==> src/rtl/sw_req_capture_if.sv <==
// Request-capture bus: raw switch levels, enable and ack in; sticky pending
// requests, encoder enable, popcount and ack error out.
interface sw_req_capture_if #(
    parameter int N = 8
);
    localparam int IW = (N > 1) ? $clog2(N) : 1;
    localparam int PW = $clog2(N) + 1;

    logic [N-1:0]  sw_in;
    logic          en_in;
    logic          ack;
    logic [IW-1:0] ack_idx;
    logic [N-1:0]  pend;
    logic          pend_en;
    logic [PW-1:0] pend_cnt;
    logic          ack_err;

    modport master (
        output sw_in, en_in, ack, ack_idx,
        input  pend, pend_en, pend_cnt, ack_err
    );

    modport slave (
        input  sw_in, en_in, ack, ack_idx,
        output pend, pend_en, pend_cnt, ack_err
    );
endinterface

==> src/rtl/sw_req_capture.sv <==
// Front end for the 8-to-3 priority encoder: synchronises and debounces raw
// switch lines, turns each debounced press into a sticky pending bit, and
// retires pending bits one at a time through an indexed ack.
module sw_req_capture #(
    parameter int N       = 8,
    parameter int DEB_CYC = 4
) (
    input  logic             clk,
    input  logic             rst_n,
    sw_req_capture_if.slave  bus
);
    localparam int IW = (N > 1) ? $clog2(N) : 1;
    localparam int CW = $clog2(DEB_CYC) + 1;
    localparam int PW = $clog2(N) + 1;
    localparam logic [CW-1:0] CNT_LAST = CW'(DEB_CYC - 1);
    localparam logic [IW:0]   IDX_LIM  = (IW + 1)'(N);

    logic [N-1:0]  s1;
    logic [N-1:0]  s2;
    logic [N-1:0]  stable;
    logic [N-1:0]  stable_nxt;
    logic [N-1:0]  set_mask;
    logic [CW-1:0] cnt     [N];
    logic [CW-1:0] cnt_nxt [N];

    logic [N-1:0]  pend_r;
    logic [N-1:0]  pend_nxt;
    logic [N-1:0]  clr_mask;
    logic          ack_hit;
    logic          ack_in_range;
    logic          ack_err_r;
    logic          pend_en_r;
    logic [PW-1:0] pop;

    // Two-flop synchroniser; s1 feeds nothing but s2.
    always_ff @(posedge clk or negedge rst_n) begin
        if (!rst_n) begin
            s1 <= '0;
            s2 <= '0;
        end else begin
            s1 <= bus.sw_in;
            s2 <= s1;
        end
    end

    // Per-bit debounce: a level change is accepted only after DEB_CYC
    // consecutive cycles of disagreement; any agreeing cycle restarts the count.
    always_comb begin
        stable_nxt = stable;
        set_mask   = '0;
        for (int i = 0; i < N; i++) begin
            cnt_nxt[i] = '0;
            if (s2[i] != stable[i]) begin
                if (cnt[i] == CNT_LAST) begin
                    stable_nxt[i] = s2[i];
                    set_mask[i]   = s2[i];
                end else begin
                    cnt_nxt[i] = cnt[i] + CW'(1);
                end
            end
        end
    end

    // Debounce state registers.
    always_ff @(posedge clk or negedge rst_n) begin
        if (!rst_n) begin
            stable <= '0;
            for (int i = 0; i < N; i++) cnt[i] <= '0;
        end else begin
            stable <= stable_nxt;
            for (int i = 0; i < N; i++) cnt[i] <= cnt_nxt[i];
        end
    end

    // Pending update: a debounced rise sets, an in-range ack clears, and a
    // rise on the acked bit wins over the clear. An ack counts as valid when
    // the bit is pending or is being set on this same edge.
    always_comb begin
        ack_in_range = ({1'b0, bus.ack_idx} < IDX_LIM);
        clr_mask     = '0;
        ack_hit      = 1'b0;
        if (bus.ack && ack_in_range) begin
            clr_mask[bus.ack_idx] = 1'b1;
            ack_hit = pend_r[bus.ack_idx] | set_mask[bus.ack_idx];
        end
        pend_nxt = (pend_r & ~clr_mask) | set_mask;
    end

    // Pending register, encoder enable and one-cycle ack error pulse.
    always_ff @(posedge clk or negedge rst_n) begin
        if (!rst_n) begin
            pend_r    <= '0;
            pend_en_r <= 1'b0;
            ack_err_r <= 1'b0;
        end else begin
            pend_r    <= pend_nxt;
            pend_en_r <= bus.en_in & (|pend_nxt);
            ack_err_r <= bus.ack & ~ack_hit;
        end
    end

    // Number of pending requests, straight off the register.
    always_comb begin
        pop = '0;
        for (int i = 0; i < N; i++) pop = pop + PW'(pend_r[i]);
    end

    assign bus.pend     = pend_r;
    assign bus.pend_en  = pend_en_r;
    assign bus.ack_err  = ack_err_r;
    assign bus.pend_cnt = pop;
endmodule

==> src/flat_wrapper.sv <==
// flat-port wrapper written by rule: the top's interface ports become plain ports
module sw_req_capture_flat 
#(
    parameter int N       = 8,
    parameter int DEB_CYC = 4
)
  (clk, rst_n, bus_sw_in, bus_en_in, bus_ack, bus_ack_idx, bus_pend, bus_pend_en, bus_pend_cnt, bus_ack_err);
  sw_req_capture_if #(.N(N)) bus_i ();
  input  logic clk;
  input  logic rst_n;
  input wire logic [$bits(bus_i.sw_in)-1:0] bus_sw_in;
  input wire logic [$bits(bus_i.en_in)-1:0] bus_en_in;
  input wire logic [$bits(bus_i.ack)-1:0] bus_ack;
  input wire logic [$bits(bus_i.ack_idx)-1:0] bus_ack_idx;
  output wire logic [$bits(bus_i.pend)-1:0] bus_pend;
  output wire logic [$bits(bus_i.pend_en)-1:0] bus_pend_en;
  output wire logic [$bits(bus_i.pend_cnt)-1:0] bus_pend_cnt;
  output wire logic [$bits(bus_i.ack_err)-1:0] bus_ack_err;
  assign bus_i.sw_in = bus_sw_in;
  assign bus_i.en_in = bus_en_in;
  assign bus_i.ack = bus_ack;
  assign bus_i.ack_idx = bus_ack_idx;
  assign bus_pend = bus_i.pend;
  assign bus_pend_en = bus_i.pend_en;
  assign bus_pend_cnt = bus_i.pend_cnt;
  assign bus_ack_err = bus_i.ack_err;
  sw_req_capture #(.N(N), .DEB_CYC(DEB_CYC)) u_core (.clk(clk), .rst_n(rst_n), .bus(bus_i));
endmodule
==> config.mk <==
export PLATFORM = sky130hd
export DESIGN_NAME = sw_req_capture_flat
export DESIGN_NICKNAME = d
export VERILOG_FILES = /design/src/rtl/sw_req_capture_if.sv /design/src/rtl/sw_req_capture.sv /design/src/flat_wrapper.sv
export SDC_FILE = /design/constraint.sdc
export NUM_CORES = 1
export LEC_CHECK = 0
export ABC_AREA = 1
export BUFFER_PORTS_ARGS = -buffer_cell sky130_fd_sc_hd__buf_2
export CELL_PAD_IN_SITES_DETAIL_PLACEMENT = 1
export CELL_PAD_IN_SITES_GLOBAL_PLACEMENT = 1
export CORE_ASPECT_RATIO = 1.75
export CORE_MARGIN = 3
export CORE_UTILIZATION = 40
export DETAILED_ROUTE_END_ITERATION = 8
export GPL_TIMING_DRIVEN = 0
export PLACE_DENSITY = 0.73
export SLEW_MARGIN = 15
export SYNTH_ARGS = -nofsm -noshare
export SYNTH_HDL_FRONTEND = slang
export SYNTH_SLANG_ARGS = --single-unit
==> constraint.sdc <==
create_clock -name clk -period 3.29 [get_ports clk]
set_clock_uncertainty 0.15 [all_clocks]
set_input_delay 0.658 -clock clk [delete_from_list [all_inputs] [get_ports clk]]
set_output_delay 0.658 -clock clk [all_outputs]
set_load 0.05 [all_outputs]
==> impl_metrics.yaml, run 1 <==
outcome:
  outcome: "finished, violations left"
  violations: "negative setup slack"
sta:
  worst_pin_slew_ns: 0.728
  rsz0062_at_grt: "yes"
  postLayoutSetupSlackWorst_ns: -0.609
  setup_violations: 4
  fin_hold_ws_ns: 0.200
  post-route-period-util_pct: 119
  finalHoldViolations: 0
  fin_crit_ns: 3.90
  slew_headroom_pct: 51.4
  slew_viol_final: 0
  max_freq_mhz: 256
cells_and_area:
  antennaDiodeCount: 0
  area_growth_pct: 24.1
  drive_above_1_share_pct: 24.4
  post-route-util_pct: 51.8
  postLayoutCellArea_mm2: 0.00307
  num-nets-final: 324
min_path:
  min_path_type: "reg2reg"
  hold_depth: 0
  min_from: "u_core.s1[1]$_DFF_PN0_"
  hold_end: "u_core.s2[1]$_DFF_PN0_"
job:
  maxCapViolCount: 0
clock_tree:
  insertion_delay_ns: 0.33
  htreeDepth: 3
  numCtsBuffers: 9
  postCtsHoldBufs: 0
  cts_root_buf: "clkbuf_8"
  cts_tree: "built"
  clk_pin_slew_ns: 0.07
  cts_num_sinks: 58
  cts.path.max_buffers: 2
routing:
  detail_route.wl_per_cell_um: 13.1
  num_vias: 1752
  met1_length_mm: 1.84
  wl_met2_mm: 2.86
  ant_nets: 0
  vias_per_cell: 4.65
  highest_layer: "met4"
  drc: 0
  drt_wl_total_mm: 4.94
  drt_first_iter_violations: 33
  met3WireLength_um: 164
  dr.pass1.iters: 2
global_routing:
  grt.overflow.total: 0
  grt_max_degree: 59
  grt_antenna_before_repair: 0
  grt_pass1_vias: 1954
  track_usage_pct: 16.1
  grt_pass1_wl_mm: 8.76
logic_synthesis:
  synth_cell_type_count: 19
  yosys_warnings: 0
  ys_ff_latch: 58
  netlist_instances: 251
  syn_area_mm2: 0.00248
  syn_avg_cell_area_um2: 9.87
  synth_nets: 281
  yosysSeqAreaShare_pct: 58.6
critical_path:
  cp_slowest_cell: "fa_1"
  reg2reg_depth: 9
  crit_buf_inv: 2
  cp-end-kind: "output pin"
  crit_start: "u_core.bus.pend[1]$_DFF_PN0_"
  reg2reg_from: "u_core.cnt[9]$_DFF_PN0_"
  worstPathArrival_ns: 3.09
  ff2ff_setup_slack_ns: 1.70
  path_class: "reg2out"
  crit_path_cell_trace: "ha_4, inv_2, fa_1, fa_1, fa_2, fa_2, xnor2_4, buf_6"
  crit_family: "adder cells"
  critPathMaxFanout: 2
  r2r_end: "u_core.bus.pend_en$_DFF_PN0_"
  crit_required_ns: 2.48
  start_kind: "flop"
  critPathMaxStageDelay_ns: 0.49
placed_design:
  dp_hpwl_mm: 3.68
  place_congestion: 0.769
  place_area_mm2: 0.00275
  portBuffers: 27
floorplan:
  initial_core_util_pct: 41.8
  num_rows: 37
  dieArea_mm2: 0.00721
  design.core.area_mm2: 0.00593
  die_h_um: 110
  die_width_um: 65.5
  boundaryPins: 29
## placed cells by master, fill, tap and decap left out, types with 9 or more instances in the layout
master    count
ha_1         10
dfrtp_1      56
nor3_1        9
nand3_1      13
buf_2        22
clkbuf_8     11
nor2_1       27
nand2_1      51
inv_1        33
o21ai_0       9
## cells by family after synthesis
kind of cell / synth area share [%]
AO/OA/AOI/OAI: 2.93
XOR/XNOR: 3.18
adder cells (fa/ha/maj): 8.79
buffers and inverters: 6.52
flip-flops: 58.6
AND/OR/NAND/NOR: 20.0
## synth_stat cells
cell type	n	share of area, %
a21oi_1	2	0.40
inv_1	36	5.5
nor3_1	9	1.8
nor3b_1	4	1.2
o21ai_0	10	2.0
nor2_4	1	0.45
o21bai_1	1	0.30
inv_2	5	0.76
fa_1	4	3.2
nand2_2	2	0.51
nand2_1	51	7.7
nor2_2	6	1.5
nor2_1	27	4.1
xnor2_1	9	3.2
nand3_1	13	2.6
o21ai_1	1	0.20
buf_4	1	0.30
ha_1	11	5.6
dfrtp_1	58	59
## sequential cells by signal, summed over array words and instances, names as in the netlist
register / cells
u_core.s2: 8
u_core.bus.ack_err: 1
u_core.bus.pend_en: 1
u_core.bus.pend: 8
u_core.cnt: 24
u_core.stable: 8
u_core.s1: 8
## metal layers
| metal | up-vias | global-route usage, % |
|---|---|---|
| li1 | 853 | - |
| met1 | 866 | 17.3 |
| met2 | 23 | 29.6 |
| met3 | 10 | 4.06 |
| met4 | 0 | 6.23 |
| met5 | - | 0 |
## area by class of cell
class                      count  area (um2)
buffer                         1        7.51
clock buffer                  11         151
clock inverter                 5        85.1
fill                         707        2850
inverter                      41         154
multi-input combinational    151         911
sequential                    58        1450
tap                           78        97.6
timing repair buffer          32         211
## metrics by stage
stage	setup WS [ns]	setup TNS [ns]	std cells
3_3_place_gp	-0.383	-0.705	356
5_1_grt	-0.701	-2.25	377
2_1_floorplan	-0.443	-0.905	251
3_5_place_dp	-0.419	-0.780	356
4_1_cts	-0.630	-1.98	377
6_report	-0.609	-1.90	377
## worst max-delay path by stage
stage	to	slack, ns	cells after the start
after floorplan	bus_pend_cnt[2]	-0.44	7
after global placement	bus_pend_cnt[2]	-0.38	8
after detailed placement	bus_pend_cnt[2]	-0.42	8
after CTS	bus_pend_cnt[2]	-0.63	8
after global routing	bus_pend_cnt[2]	-0.70	8
final	bus_pend_cnt[2]	-0.61	8
## timing repair
action                     in CTS  in global routing
setup endpoints to repair       4                  4
buffers inserted                5                  0
hold endpoints to repair        0                  0
cloned                          0                  0
pin swaps                       0                  0
gates resized for setup        15                  0
Power of run 1 is not shown: default switching activity piles up to over one toggle a cycle in this logic, so the estimate is an artifact.
==> run 2: changes to the inputs <==
- ABC_AREA: 1 -> default
- CORE_UTILIZATION: 40 -> 42
==> run 2 against run 1 <==
The run still ends with negative setup slack left. Critical path depth unchanged. Global-route usage grew 0.20 points. Hold slack got worse by 0.0036 ns. Maximum frequency down 2.2%. Die area decreased by 5.2%. Cell count decreased by 19%. Sequential share of layout area grew 2.0 points. Cell area fell by 4.0%. Largest cell class unchanged.
==> impl_metrics.yaml, run 2 <==
routing:
  wl_met2_mm: 2.51
  met3WireLength_um: 198
  ant_nets: 0
  met1_length_mm: 1.90
  dr.pass1.iters: 4
  drt_wl_total_mm: 4.71
  vias_per_cell: 5.12
  drt_first_iter_violations: 38
  highest_layer: "met4"
  drc: 0
  num_vias: 1562
  detail_route.wl_per_cell_um: 15.4
logic_synthesis:
  synth_nets: 215
  synth_top_area_share_pct: 59.2
  synthFlopType: "dfrtp_1"
  async_flop_share_pct: 100
  ys_ff_latch: 58
  yosysSeqAreaShare_pct: 59.2
  yosys-top-cells-count: "dfrtp_1, inv_1, nor3b_1, nor2b_1, nor3_1"
  synth_cell_type_count: 27
  syn_avg_cell_area_um2: 13.3
  yosys_warnings: 0
  syn_area_mm2: 0.00245
  synth_top_area_cell: "dfrtp_1"
  synth_area_leaders: "dfrtp_1, ha_1, nor3b_1"
  netlist_instances: 185
  synthMostInstantiatedCell: "dfrtp_1"
  synth-edff-count: 0
cells_and_area:
  postLayoutCellArea_mm2: 0.00295
  area_growth_pct: 20.1
  final_common_cell: "dfrtp_1"
  post-route-util_pct: 52.4
  largest_reg_flops: 24
  antennaDiodeCount: 0
  num-nets-final: 257
  seq_area_mm2: 0.00145
  drive_above_1_share_pct: 28.4
  nFillCells: 600
  regMostFlops: "u_core.cnt"
  final_cell_mix: "dfrtp_1, buf_2, nor3b_1, inv_1, nor2b_1"
  multi_input_area_um2: 957
  fin_cells: 305
clock_tree:
  cts.path.max_buffers: 2
  cts_tree: "built"
  numCtsBuffers: 9
  cts_num_sinks: 58
  insertion_delay_ns: 0.33
  clk_pin_slew_ns: 0.06
  cts_root_buf: "clkbuf_8"
  htreeDepth: 3
global_routing:
  grt_max_degree: 59
  grt.overflow.total: 0
  grt_antenna_before_repair: 0
  track_usage_pct: 16.3
  grt_pass1_vias: 1777
  grt_pass1_wl_mm: 8.22
job:
  maxCapViolCount: 0
outcome:
  violations: "negative setup slack"
  outcome: "finished, violations left"
floorplan:
  boundaryPins: 29
  die_h_um: 107
  initial_core_util_pct: 43.6
  num_rows: 36
  dieArea_mm2: 0.00683
  design.core.area_mm2: 0.00563
  die_width_um: 63.8
sta:
  slew_viol_final: 0
  finalHoldViolations: 0
  setup_violations: 4
  rsz0062_at_grt: "yes"
  worst_pin_slew_ns: 0.727
  slew_headroom_pct: 51.5
  postLayoutSetupSlackWorst_ns: -0.699
  max_freq_mhz: 251
  post-route-period-util_pct: 121
  fin_crit_ns: 3.99
placed_design:
  place_area_mm2: 0.00272
  dp_worst_setup_slack_ns: -0.405
  dp_hpwl_mm: 3.36
  dpl.cell_count: 288
  portBuffers: 27
  place_congestion: 0.696
critical_path:
  worstPathArrival_ns: 3.18
  ff2ff_setup_slack_ns: 1.39
  critPathMaxFanout: 2
  path_class: "reg2out"
  crit_required_ns: 2.48
  start_kind: "flop"
  cp-end-kind: "output pin"
min_path:
  min_path_type: "reg2reg"
## run 2: cell count changes after synthesis, sizes merged, moves of 4 or more
cell    delta
a21o       +4
inv       -25
o21ai      -9
nand3     -12
nor4bb    +10
nor2      -31
nand2     -53
nor2b     +13
mux2       +8
nor3b     +11
## run 2: logic make-up (layout without fill, tap and decap cells)
group / after synthesis / after routing / synth area share, %
adders and majority gates: 15 / 15 / 8.87
xor gates and xnor gates: 9 / 9 / 3.21
DFF: 58 / 58 / 59.2
muxes: 8 / 8 / 3.67
AOI/OAI and AO/OA: 15 / 15 / 4.39
and+or+nand+nor: 60 / 60 / 17.3
buffers and inverters: 20 / 64 / 3.37
## run 2: metrics by stage
step | hold WS, ns | setup TNS, ns
2_1_floorplan | 0.181 | -0.942
3_3_place_gp | 0.182 | -0.761
4_1_cts | 0.199 | -1.97
6_report | 0.197 | -2.06
3_5_place_dp | 0.186 | -0.885
5_1_grt | 0.208 | -2.30
## run 2: layer usage
layer,vias up,global-route usage (%)
met2,33,27.7
met5,-,0
met3,7,5.45
met1,797,17.5
met4,0,8.81
li1,725,-
## run 2: cell type report
type                    count  area share, %
plain buffers               4          0.764
well taps                  76           3.23
clock buffers              13           5.39
inverters                  16           2.16
multi-input cells         107           32.5
flip-flops and latches     58           49.3
repair buffers             31           6.66
## run 2: worst paths after layout
check	end	start	cells after the start
worst min register to register	u_core.s2[3]$_DFF_PN0_	u_core.s1[3]$_DFF_PN0_	0
worst max register to register	u_core.bus.ack_err$_DFF_PN0_	u_core.cnt[18]$_DFF_PN0_	5
worst max-delay path	bus_pend_cnt[1]	u_core.bus.pend[1]$_DFF_PN0_	8
min in group asynchronous	u_core.stable[0]$_DFFE_PN0P_	rst_n	1
max in group asynchronous	u_core.bus.pend[1]$_DFF_PN0_	rst_n	1
worst min-delay path	u_core.s2[3]$_DFF_PN0_	u_core.s1[3]$_DFF_PN0_	0
## run 2: timing repair
item | in CTS | in global routing
hold buffers | 0 | 0
buffers inserted | 3 | 1
gates resized for setup | 11 | 1
pin swaps | 1 | 0
endpoints found under the setup margin | 4 | 4
## run 2: critical path, stage by stage (launching register included)
cell        delay (ns)
dfrtp_2           0.43
ha_4              0.27
inv_2             0.03
fa_1              0.49
fa_1              0.43
fa_2              0.38
fa_2              0.57
clkinvlp_4        0.09
buf_6             0.15
Power of run 2 is left out for the same reason.
